$ cat config.mk
export PLATFORM = sky130hd
export DESIGN_NAME = debug_step_ctrl
export DESIGN_NICKNAME = d
export VERILOG_FILES = /design/src/rtl/debug_step_ctrl.sv
export SDC_FILE = /design/constraint.sdc
export NUM_CORES = 1
export LEC_CHECK = 0
export ABC_AREA = 1
export BUFFER_PORTS_ARGS = -buffer_cell sky130_fd_sc_hd__buf_2
export CORE_MARGIN = 4
export CORE_UTILIZATION = 51
export CTS_CLUSTER_DIAMETER = 60
export DETAILED_ROUTE_END_ITERATION = 12
export GPL_TIMING_DRIVEN = 0
export PLACE_DENSITY = 0.76
export SLEW_MARGIN = 20
export SYNTH_ARGS = -nofsm -noshare
export SYNTH_HDL_FRONTEND = slang
export SYNTH_SLANG_ARGS = --single-unit
$ cat constraint.sdc
create_clock -name CCLK -period 2 [get_ports CCLK]
set_clock_uncertainty 0.2 [all_clocks]
set_input_delay 0.4 -clock CCLK [delete_from_list [all_inputs] [get_ports CCLK]]
set_output_delay 0.4 -clock CCLK [all_outputs]
set_load 0.05 [all_outputs]
$ cat src/rtl/debug_step_ctrl.sv
// debug_step_ctrl
//   Clock-enable generator for the pipeline CPU debug board. It debounces the raw
//   step button and issues one-cycle CPU advance enables in one of four modes
//   (halt, single-step, free-run, burst-N). A breakpoint hit stops free-run and
//   burst operation, and the controller then waits in BREAK until it is released.
//
//   Ports
//     CCLK      in   system clock, all state on the rising edge
//     RSTN      in   asynchronous active-low reset
//     btn_step  in   raw step button, asynchronous to CCLK
//     mode      in   00 halt, 01 single-step, 10 free-run, 11 burst-N
//     div       in   gap setting: one enable every div+1 cycles in RUN/BURST
//     burst_n   in   enables per burst; 0 makes a burst press a no-op
//     bp_hit    in   breakpoint match from the CPU (level, synchronous)
//     clr_cnt   in   synchronous clear of step_cnt
//     cpu_en    out  one-cycle CPU advance enable, registered
//     step_cnt  out  number of cpu_en pulses issued, wraps
//     busy      out  state is RUN or BURST
//     brk       out  state is BREAK
//
//   state    | meaning
//   ---------+-----------------------------------------------------------
//   ST_IDLE  | waiting; single-step presses pulse directly from here
//   ST_RUN   | free-run, one enable every div+1 cycles
//   ST_BURST | issuing rem more enables, div+1 cycles apart
//   ST_BREAK | stopped by a breakpoint, a press or halt returns to IDLE

module debug_step_ctrl #(
  parameter int DB_CYCLES = 4,
  parameter int DIV_W     = 4,
  parameter int CNT_W     = 8
) (
  input  logic             CCLK,
  input  logic             RSTN,
  input  logic             btn_step,
  input  logic [1:0]       mode,
  input  logic [DIV_W-1:0] div,
  input  logic [CNT_W-1:0] burst_n,
  input  logic             bp_hit,
  input  logic             clr_cnt,
  output logic             cpu_en,
  output logic [CNT_W-1:0] step_cnt,
  output logic             busy,
  output logic             brk
);

  localparam int DBW = (DB_CYCLES > 1) ? $clog2(DB_CYCLES) : 1;
  localparam logic [DBW-1:0] DB_LAST = DBW'(DB_CYCLES - 1);

  localparam logic [1:0] ST_IDLE  = 2'd0;
  localparam logic [1:0] ST_RUN   = 2'd1;
  localparam logic [1:0] ST_BURST = 2'd2;
  localparam logic [1:0] ST_BREAK = 2'd3;

  localparam logic [1:0] MODE_HALT  = 2'b00;
  localparam logic [1:0] MODE_STEP  = 2'b01;
  localparam logic [1:0] MODE_RUN   = 2'b10;
  localparam logic [1:0] MODE_BURST = 2'b11;

  logic           s1, s2;
  logic           btn_db;
  logic [DBW-1:0] db_cnt;
  logic           db_done;
  logic           press;

  logic [1:0]       state, state_nxt;
  logic [CNT_W-1:0] rem, rem_nxt;
  logic [DIV_W-1:0] gap;
  logic             fire;
  logic             pulse;

  // Debounce: the synchronised level must differ from the accepted level for
  // DB_CYCLES consecutive cycles before it is accepted. Only a rising accept is a press.
  assign db_done = (s2 != btn_db) && (db_cnt == DB_LAST);
  assign press   = db_done && s2;

  always_ff @(posedge CCLK or negedge RSTN) begin
    if (!RSTN) begin
      s1     <= 1'b0;
      s2     <= 1'b0;
      btn_db <= 1'b0;
      db_cnt <= '0;
    end else begin
      s1 <= btn_step;
      s2 <= s1;
      if (s2 == btn_db) begin
        db_cnt <= '0;
      end else if (db_done) begin
        btn_db <= s2;
        db_cnt <= '0;
      end else begin
        db_cnt <= db_cnt + DBW'(1);
      end
    end
  end

  // Comparing with >= means lowering div mid-run fires on the next cycle
  // instead of waiting for the gap counter to wrap.
  assign fire = (gap >= div);

  always_comb begin
    state_nxt = state;
    rem_nxt   = rem;
    pulse     = 1'b0;
    case (state)
      ST_IDLE: begin
        if (mode == MODE_STEP && press) begin
          pulse = 1'b1;
        end else if (mode == MODE_RUN) begin
          state_nxt = ST_RUN;
        end else if (mode == MODE_BURST && press && burst_n != '0) begin
          state_nxt = ST_BURST;
          rem_nxt   = burst_n;
        end
      end
      ST_RUN: begin
        if (bp_hit) begin
          state_nxt = ST_BREAK;
        end else if (mode != MODE_RUN) begin
          state_nxt = ST_IDLE;
        end else if (fire) begin
          pulse = 1'b1;
        end
      end
      ST_BURST: begin
        if (bp_hit) begin
          state_nxt = ST_BREAK;
          rem_nxt   = '0;
        end else if (mode != MODE_BURST) begin
          state_nxt = ST_IDLE;
          rem_nxt   = '0;
        end else if (fire) begin
          pulse   = 1'b1;
          rem_nxt = rem - CNT_W'(1);
          if (rem == CNT_W'(1)) begin
            state_nxt = ST_IDLE;
          end
        end
      end
      ST_BREAK: begin
        // A press here only releases the break; it never advances the CPU.
        if (press || mode == MODE_HALT) begin
          state_nxt = ST_IDLE;
        end
      end
      default: begin
        state_nxt = ST_IDLE;
        rem_nxt   = '0;
      end
    endcase
  end

  always_ff @(posedge CCLK or negedge RSTN) begin
    if (!RSTN) begin
      state    <= ST_IDLE;
      rem      <= '0;
      gap      <= '0;
      cpu_en   <= 1'b0;
      step_cnt <= '0;
    end else begin
      state  <= state_nxt;
      rem    <= rem_nxt;
      cpu_en <= pulse;

      // Restart the gap on every pulse and on every state entry so that the
      // first RUN/BURST pulse lands div+1 edges after entry.
      if (pulse || state_nxt != state) begin
        gap <= '0;
      end else if (state == ST_RUN || state == ST_BURST) begin
        gap <= gap + DIV_W'(1);
      end else begin
        gap <= '0;
      end

      if (clr_cnt) begin
        step_cnt <= '0;
      end else if (pulse) begin
        step_cnt <= step_cnt + CNT_W'(1);
      end
    end
  end

  assign busy = (state == ST_RUN) || (state == ST_BURST);
  assign brk  = (state == ST_BREAK);

endmodule

==> qor.csv, run 1 <==
stage;metric;value;unit
floorplanning;die area;4610;um2
clock_network;CTS tree;built;
timing;Max Fclk;494;MHz
detailed_routing;initial drt markers;150;
grt;vias in the first global route;1479;
setup_path;worst reg-to-reg setup slack;-0.03;ns
clock_network;clock tree buffer depth;2;
hold_path;Worst Hold Launch;clr_cnt;
floorplanning;die width;67.9;um
hold_path;Hold WC Path Type;in -> reg;
placed_design;placed cells;318;
synth;Synth Cell Area;1830;um2
timing;fin crit share;101;%
synth;Synth top area share;38.3;%
finish;Final Instance Area;2430;um2
setup_path;Bufs and invs on worst path;0;
hold_path;Hold Crit Depth;2;
setup_path;CP delay by family, top;simple AND/OR/NAND/NOR gates;
timing;Final Setup Violations;4;
timing;post-route setup slack;-0.0260;ns
synth;synth warn;0;
synth;Mean Syn Cell Area;7.53;um2
setup_path;WP data arrival;2.08;ns
timing;Hold Vio Cnt, Final;0;
grt;antenna violations before repair;0;
timing;Max Slew Vio Count;0;
clock_network;Reg clk slew, reported paths;0.16;ns
grt;GRT Util Overall;17.7;%
setup_path;WS Path Type;reg -> reg;
finish;count of non-filler cells in the finished layout;341;
synth;Cell variety after synth;30;
detailed_routing;remaining antenna violation count;0;
flow_run;max-cap viol count;0;
timing;Setup TNS;-0.0798;ns
detailed_routing;Routed WL;4.27;mm
detailed_routing;Pre-Repair DR Iteration Count;4;
detailed_routing;vias;1775;
synth;post-synth top area cell;dfrtp_1;
setup_path;reg2reg path depth;12;
setup_path;most numerous cell on the critical path;nand2_2;
timing;Max transition margin;57.7;%
timing;Final min period;2.03;ns
floorplanning;Core Rows;21;
run_status;status;complete, but fails checks;
pwr;total power;2.64;mW
synth;top post-synthesis cells by area;dfrtp_1 38%, ha_1 9.6%, inv_1 8.8%;
timing;RSZ-0062 raised after global routing;yes;
setup_path;critical-path cell list;ha_4 -> nand4_1 -> nand3_2 -> nand2_2 -> nand2_1 -> nand2_1 -> nand2_2 -> nand2_2 -> a21oi_2 -> nor2_4 -> nand2_2 -> nor2_1;
clock_network;CTS Buf Count;3;
detailed_routing;vias per cell;5.21;
hold_path;hold endpoint;step_cnt[5];
pwr;Leak;1.19;nW
setup_path;Crit path depth;12;
placed_design;placed inst area;2030;um2
placed_design;HPWL after DPL;2.80;mm
placed_design;GPL Wtd Cong;0.861;
synth;Syn Inst Count;243;
setup_path;Max FO, Critical Path;4;
finish;Nets;329;
clock_network;H-tree depth;1;
clock_network;Root Buffer;clkbuf_4;
clock_network;Skew-Pair Late Insertion Delay;0.34;ns
setup_path;critical path's slowest cell;dfrtp_1;
setup_path;Reg-to-Reg Start;gap[3];
floorplanning;# IOs;30;
pwr;pwr dens;1090;nW/um2
run_status;failing checks;negative setup slack;
finish;Fill cells;280;
setup_path;startpoint types;flop;
setup_path;Worst EP required;2.05;ns
grt;largest net degree at the start of global routing;29;
placed_design;input/output buffers;29;
timing;slew of the pin with the lowest slew margin;0.634;ns
clock_network;CTS sink count;28;
finish;share of layout cells above drive strength 1;34.9;%
synth;Synth Register Bits;28;
floorplanning;initial core utilization;54.0;%
grt;total grt overflow;0;
floorplanning;die height;67.9;um
grt;first-pass GRT wire length;6.28;mm
floorplanning;Core Area;3390;um2
setup_path;CP Capture Type;flop;
finish;Area Growth Syn to Fin;32.6;%
detailed_routing;# DRC;0;
setup_path;reg2reg end;gap[3];
timing;hold slack final;0.0390;ns
synth;Syn Nets;276;
pwr;VDD IR max;0.000935;V
synth;sequential fraction of the synthesis area;38.3;%
finish;Ant. Diodes;0;
setup_path;highest cell delay on the worst timing path;0.44;ns
detailed_routing;wire length per cell;12.5;um
## flip-flops by register name, summed over array words and instances (netlist names)
name	cells
btn_db	1
s1	1
state	2
db_cnt	2
cpu_en	1
rem	8
step_cnt	8
gap	4
s2	1
## logic make-up (layout without fill, tap and decap cells)
group           Yosys count  after routing  synth area share (%)
xor+xnor                  5              5                  2.39
compound gates           41             41                  12.5
buf+inv                  49            101                  10.3
fa+ha+maj                14             14                  9.58
simple gates            106            106                  26.9
flops                    28             28                  38.3
## metrics by stage
stage	utilization (%)	setup slack [ns]
5_1_grt	71.6	-0.147
4_1_cts	65.1	-0.00585
2_1_floorplan	-	0.0365
6_report	71.6	-0.0260
3_3_place_gp	60.0	-0.225
3_5_place_dp	60.0	-0.206
## worst max path at each step
stage                  start          end  slack (ns)
CTS                   gap[1]       gap[3]      -0.006
finish                gap[3]       gap[3]       -0.03
detailed placement  state[0]       rem[0]       -0.21
floorplan           state[0]  step_cnt[7]        0.04
global route          gap[3]       gap[0]       -0.15
global placement    state[0]       rem[2]       -0.23
## power by group
part / internal [mW] / leakage [nW] / switching (mW)
clock: 0.203 / 0.0279 / 0.175
combinational: 0.605 / 0.809 / 0.825
sequential: 0.710 / 0.356 / 0.121
total: 1.52 / 1.19 / 1.12
## synth_stat cells
library cell	instances
o21ai_1	4
nand2_2	4
nand3_1	13
inv_2	4
inv_1	43
a21boi_1	1
o21ai_0	11
nor2_2	3
ha_1	14
a21oi_1	15
xnor2_1	3
nand2_1	39
a211oi_1	1
nand4_2	1
dfrtp_1	28
nand2_4	2
nor2_1	28
nor2_4	1
a21boi_0	1
a41oi_1	1
nor4_1	1
o31ai_1	1
o22ai_1	5
nor3_2	1
a21oi_2	1
nor3_1	9
clkbuf_1	1
nand4_1	4
xor2_1	2
buf_4	1
## timing repair
item,4_1_cts,5_1_grt
gates cloned,0,0
hold buffers,2,0
hold endpoints to repair,29,0
buffers inserted,6,11
resized for setup,12,33
setup endpoints to repair,17,14
pin swaps,1,8
## metal layers
layer | vias to the layer above | part of all wire, % | track usage (%)
li1 | 889 | - | -
met1 | 816 | 42 | 23.4
met3 | 5 | 5.8 | 2.46
met4 | 0 | 0.94 | 5.46
met5 | - | 0 | 0
met2 | 65 | 51 | 29.9
## layout make-up
type | count | area (um2) | area share (%)
well taps | 46 | 57.6 | 2.37
clock inverters | 1 | 30.0 | 1.24
inverters | 47 | 176 | 7.27
flip-flops and latches | 28 | 702 | 28.9
plain buffers | 2 | 16.3 | 0.670
clock buffers | 3 | 22.5 | 0.928
multi-input cells | 166 | 1110 | 46.0
repair buffers | 48 | 307 | 12.6
## cells in the final DEF, fill, tap and decap left out, types with 5 or more instances in the layout
cell / count
inv_1: 41
buf_2: 28
nand2_1: 27
dfrtp_1: 27
nor2_1: 26
buf_4: 16
nand2_2: 15
a21oi_1: 12
o21ai_0: 10
nand3_1: 9
nor3_1: 7
ha_1: 7
inv_2: 6
o22ai_1: 5
ha_4: 5
No activity file was read; power rests on OpenSTA's default activity.
==> run 2: changes to the inputs <==
PLACE_DENSITY = not set   (was 0.76)
PLACE_DENSITY_LB_ADDON = 0.05   (was not set)
==> qor.csv, run 2 (synthesized netlist as in run 1, its figures left out) <==
stage;metric;value;unit
clock_network;Skew-Pair Late Insertion Delay;0.34;ns
detailed_routing;WL met1;1.90;mm
finish;Final Instance Area;2360;um2
floorplanning;die height;67.9;um
timing;Hold Vio Cnt, Final;0;
timing;Setup TNS;-0.0176;ns
clock_network;CTS Buf Count;3;
run_status;status;complete, but fails checks;
placed_design;HPWL after DPL;2.93;mm
grt;antenna violations before repair;0;
grt;first-pass GRT wire length;6.67;mm
timing;RSZ-0062 raised after global routing;yes;
timing;Max Slew Vio Count;0;
detailed_routing;vias;1704;
clock_network;Reg clk slew, reported paths;0.17;ns
pwr;VDD IR max;0.000903;V
clock_network;Root Buffer;clkbuf_4;
timing;post-route setup slack;-0.0113;ns
timing;fin crit share;101;%
grt;total grt overflow;0;
finish;share of layout cells above drive strength 1;32.5;%
detailed_routing;Pre-Repair DR Iteration Count;4;
clock_network;CTS tree;built;
setup_path;worst reg-to-reg setup slack;-0.01;ns
finish;largest registers;rem: 8 flops, step_cnt: 8 flops, gap: 4 flops;
clock_network;H-tree depth;1;
detailed_routing;Top Layer Used;met4;
setup_path;Max FO, Critical Path;4;
run_status;failing checks;negative setup slack;
timing;Max Fclk;497;MHz
timing;Final min period;2.01;ns
detailed_routing;wire length on met2;2.10;mm
placed_design;GPL Wtd Cong;0.939;
floorplanning;die area;4610;um2
grt;largest net degree at the start of global routing;29;
grt;vias in the first global route;1563;
detailed_routing;initial drt markers;82;
setup_path;startpoint types;flop;
floorplanning;initial core utilization;54.0;%
timing;hold slack final;0.0190;ns
finish;Ant. Diodes;0;
flow_run;max-cap viol count;0;
floorplanning;# IOs;30;
detailed_routing;Routed WL;4.24;mm
clock_network;CTS sink count;28;
placed_design;pre-CTS WS;-0.266;ns
setup_path;Worst EP required;2.08;ns
timing;slew of the pin with the lowest slew margin;0.653;ns
placed_design;input/output buffers;29;
timing;Final Setup Violations;4;
setup_path;WP data arrival;2.09;ns
hold_path;Hold WC Path Type;in -> reg;
detailed_routing;vias per cell;5.04;
finish;Nets;326;
setup_path;CP Capture Type;flop;
floorplanning;die width;67.9;um
detailed_routing;wire length per cell;12.5;um
finish;most common cell after layout, fill and taps aside;inv_1;
pwr;Leak;1.17;nW
detailed_routing;# DRC;0;
clock_network;clock tree buffer depth;2;
finish;Area Growth Syn to Fin;29.3;%
pwr;pwr dens;1100;nW/um2
setup_path;WS Path Type;reg -> reg;
floorplanning;Core Rows;21;
grt;GRT Util Overall;18.9;%
finish;most frequent cells in the layout;40 x inv_1, 32 x nand2_1, 27 x nor2_1, 27 x dfrtp_1, 27 x buf_2;
pwr;total power;2.59;mW
placed_design;placed inst area;2030;um2
detailed_routing;remaining antenna violation count;0;
timing;Max transition margin;56.5;%
floorplanning;Core Area;3390;um2
detailed_routing;metal3 WL;173;um
-- run 2: changes by cell type in the layout (fill, tap and decap cells not counted), sizes merged --
| cell | delta |
|---|---|
| buf | -3 |
-- run 2: path summary, 6_finish.rpt --
path                              start           to  depth (start not counted)
worst min-delay path            clr_cnt  step_cnt[5]                          2
worst min register to register       s1           s2                          0
worst max-delay path             gap[1]       gap[3]                         15
worst max register to register   gap[1]       gap[3]                         15
min in group asynchronous          RSTN       rem[4]                          2
max in group asynchronous          RSTN     state[1]                          2
-- run 2: where the power goes --
part	internal [mW]	total (mW)	leakage, nW	switching [mW]
Sequential	0.710	0.829	0.356	0.119
Combinational	0.567	1.38	0.783	0.814
Clock	0.203	0.383	0.0279	0.180
Total	1.48	2.59	1.17	1.11
-- run 2: what timing repair did --
item / CTS / global route
setup endpoints to repair: 20 / 19
setup buffers: 6 / 8
hold endpoints to repair: 29 / 0
hold buffers: 2 / 0
gates resized for setup: 13 / 25
gates cloned: 0 / 0
pin swaps: 1 / 4
-- run 2: routing by layer --
metal | global-route usage [%] | up-vias
li1 | - | 880
met1 | 24.6 | 777
met2 | 33.3 | 39
met3 | 2.79 | 8
met4 | 4.47 | 0
met5 | 0 | -
-- run 2: cell type report --
class,instances,area [um2]
multi-input combinational,166,1080
fill,291,1020
sequential,28,702
timing repair buffer,45,279
inverter,47,181
tap,46,57.6
clock inverter,1,30.0
clock buffer,3,22.5
buffer,2,12.5
-- run 2: critical path, cell delays in order, from the launching register on --
cell and delay [ns]:
dfrtp_1 0.44, ha_4 0.28, nand2_1 0.05, nand2_1 0.07, nand2_2 0.06, nand3_2 0.09, nand2_2 0.06, nand2_1 0.06
nand2_1 0.05, nand2_2 0.09, nand2_2 0.08, nand3_2 0.06, nand2_1 0.06, nor2_2 0.12, nand2_2 0.10, nor2_1 0.09
-- run 2: stage by stage --
stage	instances	utilization (%)
global placement	318	60.0
CTS	330	64.8
finish	338	69.8
detailed placement	318	60.0
global route	338	69.8
floorplan	243	-
==> run 3: changes to the inputs <==
CORE_UTILIZATION = 30   (was 51)
==> qor.csv, run 3 (synthesized netlist as in run 1, its figures left out) <==
stage;metric;value;unit
timing;hold slack final;0.0235;ns
setup_path;highest cell delay on the worst timing path;0.43;ns
detailed_routing;wire length per cell;12.5;um
floorplanning;initial core utilization;30.9;%
timing;Final min period;1.99;ns
finish;most frequent cells in the layout;41 x inv_1, 28 x nand2_1, 28 x buf_2;
finish;most common cell after layout, fill and taps aside;inv_1;
flow_run;max-cap viol count;0;
clock_network;CTS tree;built;
setup_path;startpoint types;flop;
setup_path;CP Capture Type;flop;
finish;Ant. Diodes;0;
pwr;Leak;1.18;nW
placed_design;HPWL after DPL;3.29;mm
finish;Nets;324;
detailed_routing;# DRC;0;
floorplanning;Core Rows;28;
timing;Max Slew Vio Count;0;
finish;share of layout cells above drive strength 1;33.6;%
setup_path;worst reg-to-reg setup slack;0.01;ns
setup_path;WS Path Type;reg -> reg;
setup_path;critical path's slowest cell;dfrtp_1;
setup_path;critical-path cell list;ha_4 -> nand4_1 -> nand3_4 -> nand2_2 -> nand2_1 -> nand2_1 -> nand2_2 -> nand2_4 -> nand3_2 -> nand2_2 -> nor2_4 -> nand2_2 -> nor2_1;
pwr;VDD IR max;0.000534;V
detailed_routing;Pre-Repair DR Iteration Count;6;
detailed_routing;vias;1668;
finish;Fill cells;641;
floorplanning;die area;7410;um2
detailed_routing;Routed WL;4.56;mm
detailed_routing;initial drt markers;59;
finish;area of the multi-input gates;1110;um2
timing;Hold Vio Cnt, Final;0;
timing;Max Fclk;503;MHz
setup_path;WP data arrival;2.00;ns
hold_path;Hold WC Path Type;in -> reg;
finish;largest registers;rem: 8 flops, step_cnt: 8 flops, gap: 4 flops;
grt;first-pass GRT wire length;7.49;mm
run_status;status;finished clean;
timing;Max transition margin;55.2;%
timing;Final Setup Violations;0;
timing;fin crit share;99.5;%
setup_path;Max FO, Critical Path;4;
setup_path;Bufs and invs on worst path;0;
floorplanning;# IOs;30;
clock_network;CTS Buf Count;3;
grt;GRT Util Overall;12.7;%
clock_network;Root Buffer;clkbuf_8;
clock_network;Skew-Pair Late Insertion Delay;0.28;ns
grt;antenna violations before repair;0;
floorplanning;die height;86.1;um
timing;slew of the pin with the lowest slew margin;0.672;ns
grt;total grt overflow;0;
placed_design;GPL Wtd Cong;0.779;
grt;largest net degree at the start of global routing;29;
floorplanning;die width;86.1;um
floorplanning;Core Area;5920;um2
placed_design;input/output buffers;29;
finish;register area;702;um2
setup_path;most numerous cell on the critical path;nand2_2;
detailed_routing;remaining antenna violation count;0;
clock_network;CTS sink count;28;
pwr;total power;2.52;mW
clock_network;Reg clk slew, reported paths;0.10;ns
setup_path;Worst EP required;2.01;ns
finish;Area Growth Syn to Fin;31.4;%
setup_path;CP delay by family, top;simple AND/OR/NAND/NOR gates;
clock_network;H-tree depth;1;
detailed_routing;vias per cell;4.58;
pwr;pwr dens;1050;nW/um2
clock_network;clock tree buffer depth;2;
grt;vias in the first global route;1593;
timing;RSZ-0062 raised after global routing;yes;
==> run 3: power breakdown <==
part	switching, mW	internal, mW	total (mW)	leakage, nW
logic	0.816	0.545	1.36	0.802
clock network	0.185	0.136	0.320	0.0216
registers	0.125	0.711	0.836	0.356
==> run 3: per-layer routing <==
metal	GRT usage (%)	wire, um	vias to the layer above
met3	2.02	180	4
met4	3.88	36	0
met1	16.8	2250	753
met5	0	0	-
li1	-	-	876
met2	21.1	2090	35
==> run 3: final timing paths <==
check	cells after the start	to	from
min reg2reg	0	s2	s1
max	13	gap[3]	gap[1]
max in group asynchronous	2	state[1]	RSTN
min in group asynchronous	2	rem[4]	RSTN
min	1	s1	btn_step
max reg2reg	13	gap[3]	gap[1]
==> run 3: stage by stage <==
step | std cells | utilization [%] | setup WS [ns] | area [um2] | setup TNS, ns
finish | 364 | 40.6 | 0.0100 | 2400 | 0
detailed placement | 347 | 35.0 | -0.274 | 2070 | -3.26
CTS | 357 | 37.7 | -0.0761 | 2230 | -0.205
floorplan | 243 | - | 0.0365 | 1830 | 0
global route | 364 | 40.6 | -0.132 | 2400 | -0.781
global placement | 347 | 35.0 | -0.288 | 2070 | -3.56
==> run 3: cell type report <==
type | instances | area share [%]
multi-input cells | 166 | 46.1
plain buffers | 2 | 0.677
flip-flops and latches | 28 | 29.2
inverters | 47 | 7.76
clock buffers | 3 | 1.72
well taps | 75 | 3.90
repair buffers | 43 | 10.6
==> run 3: repair_timing <==
item / CTS / global route
gates resized for setup: 16 / 32
setup endpoints to repair: 21 / 17
cloned: 0 / 0
hold endpoints to repair: 28 / 0
setup buffers: 6 / 7
hold buffers: 1 / 0
pin swaps: 11 / 9
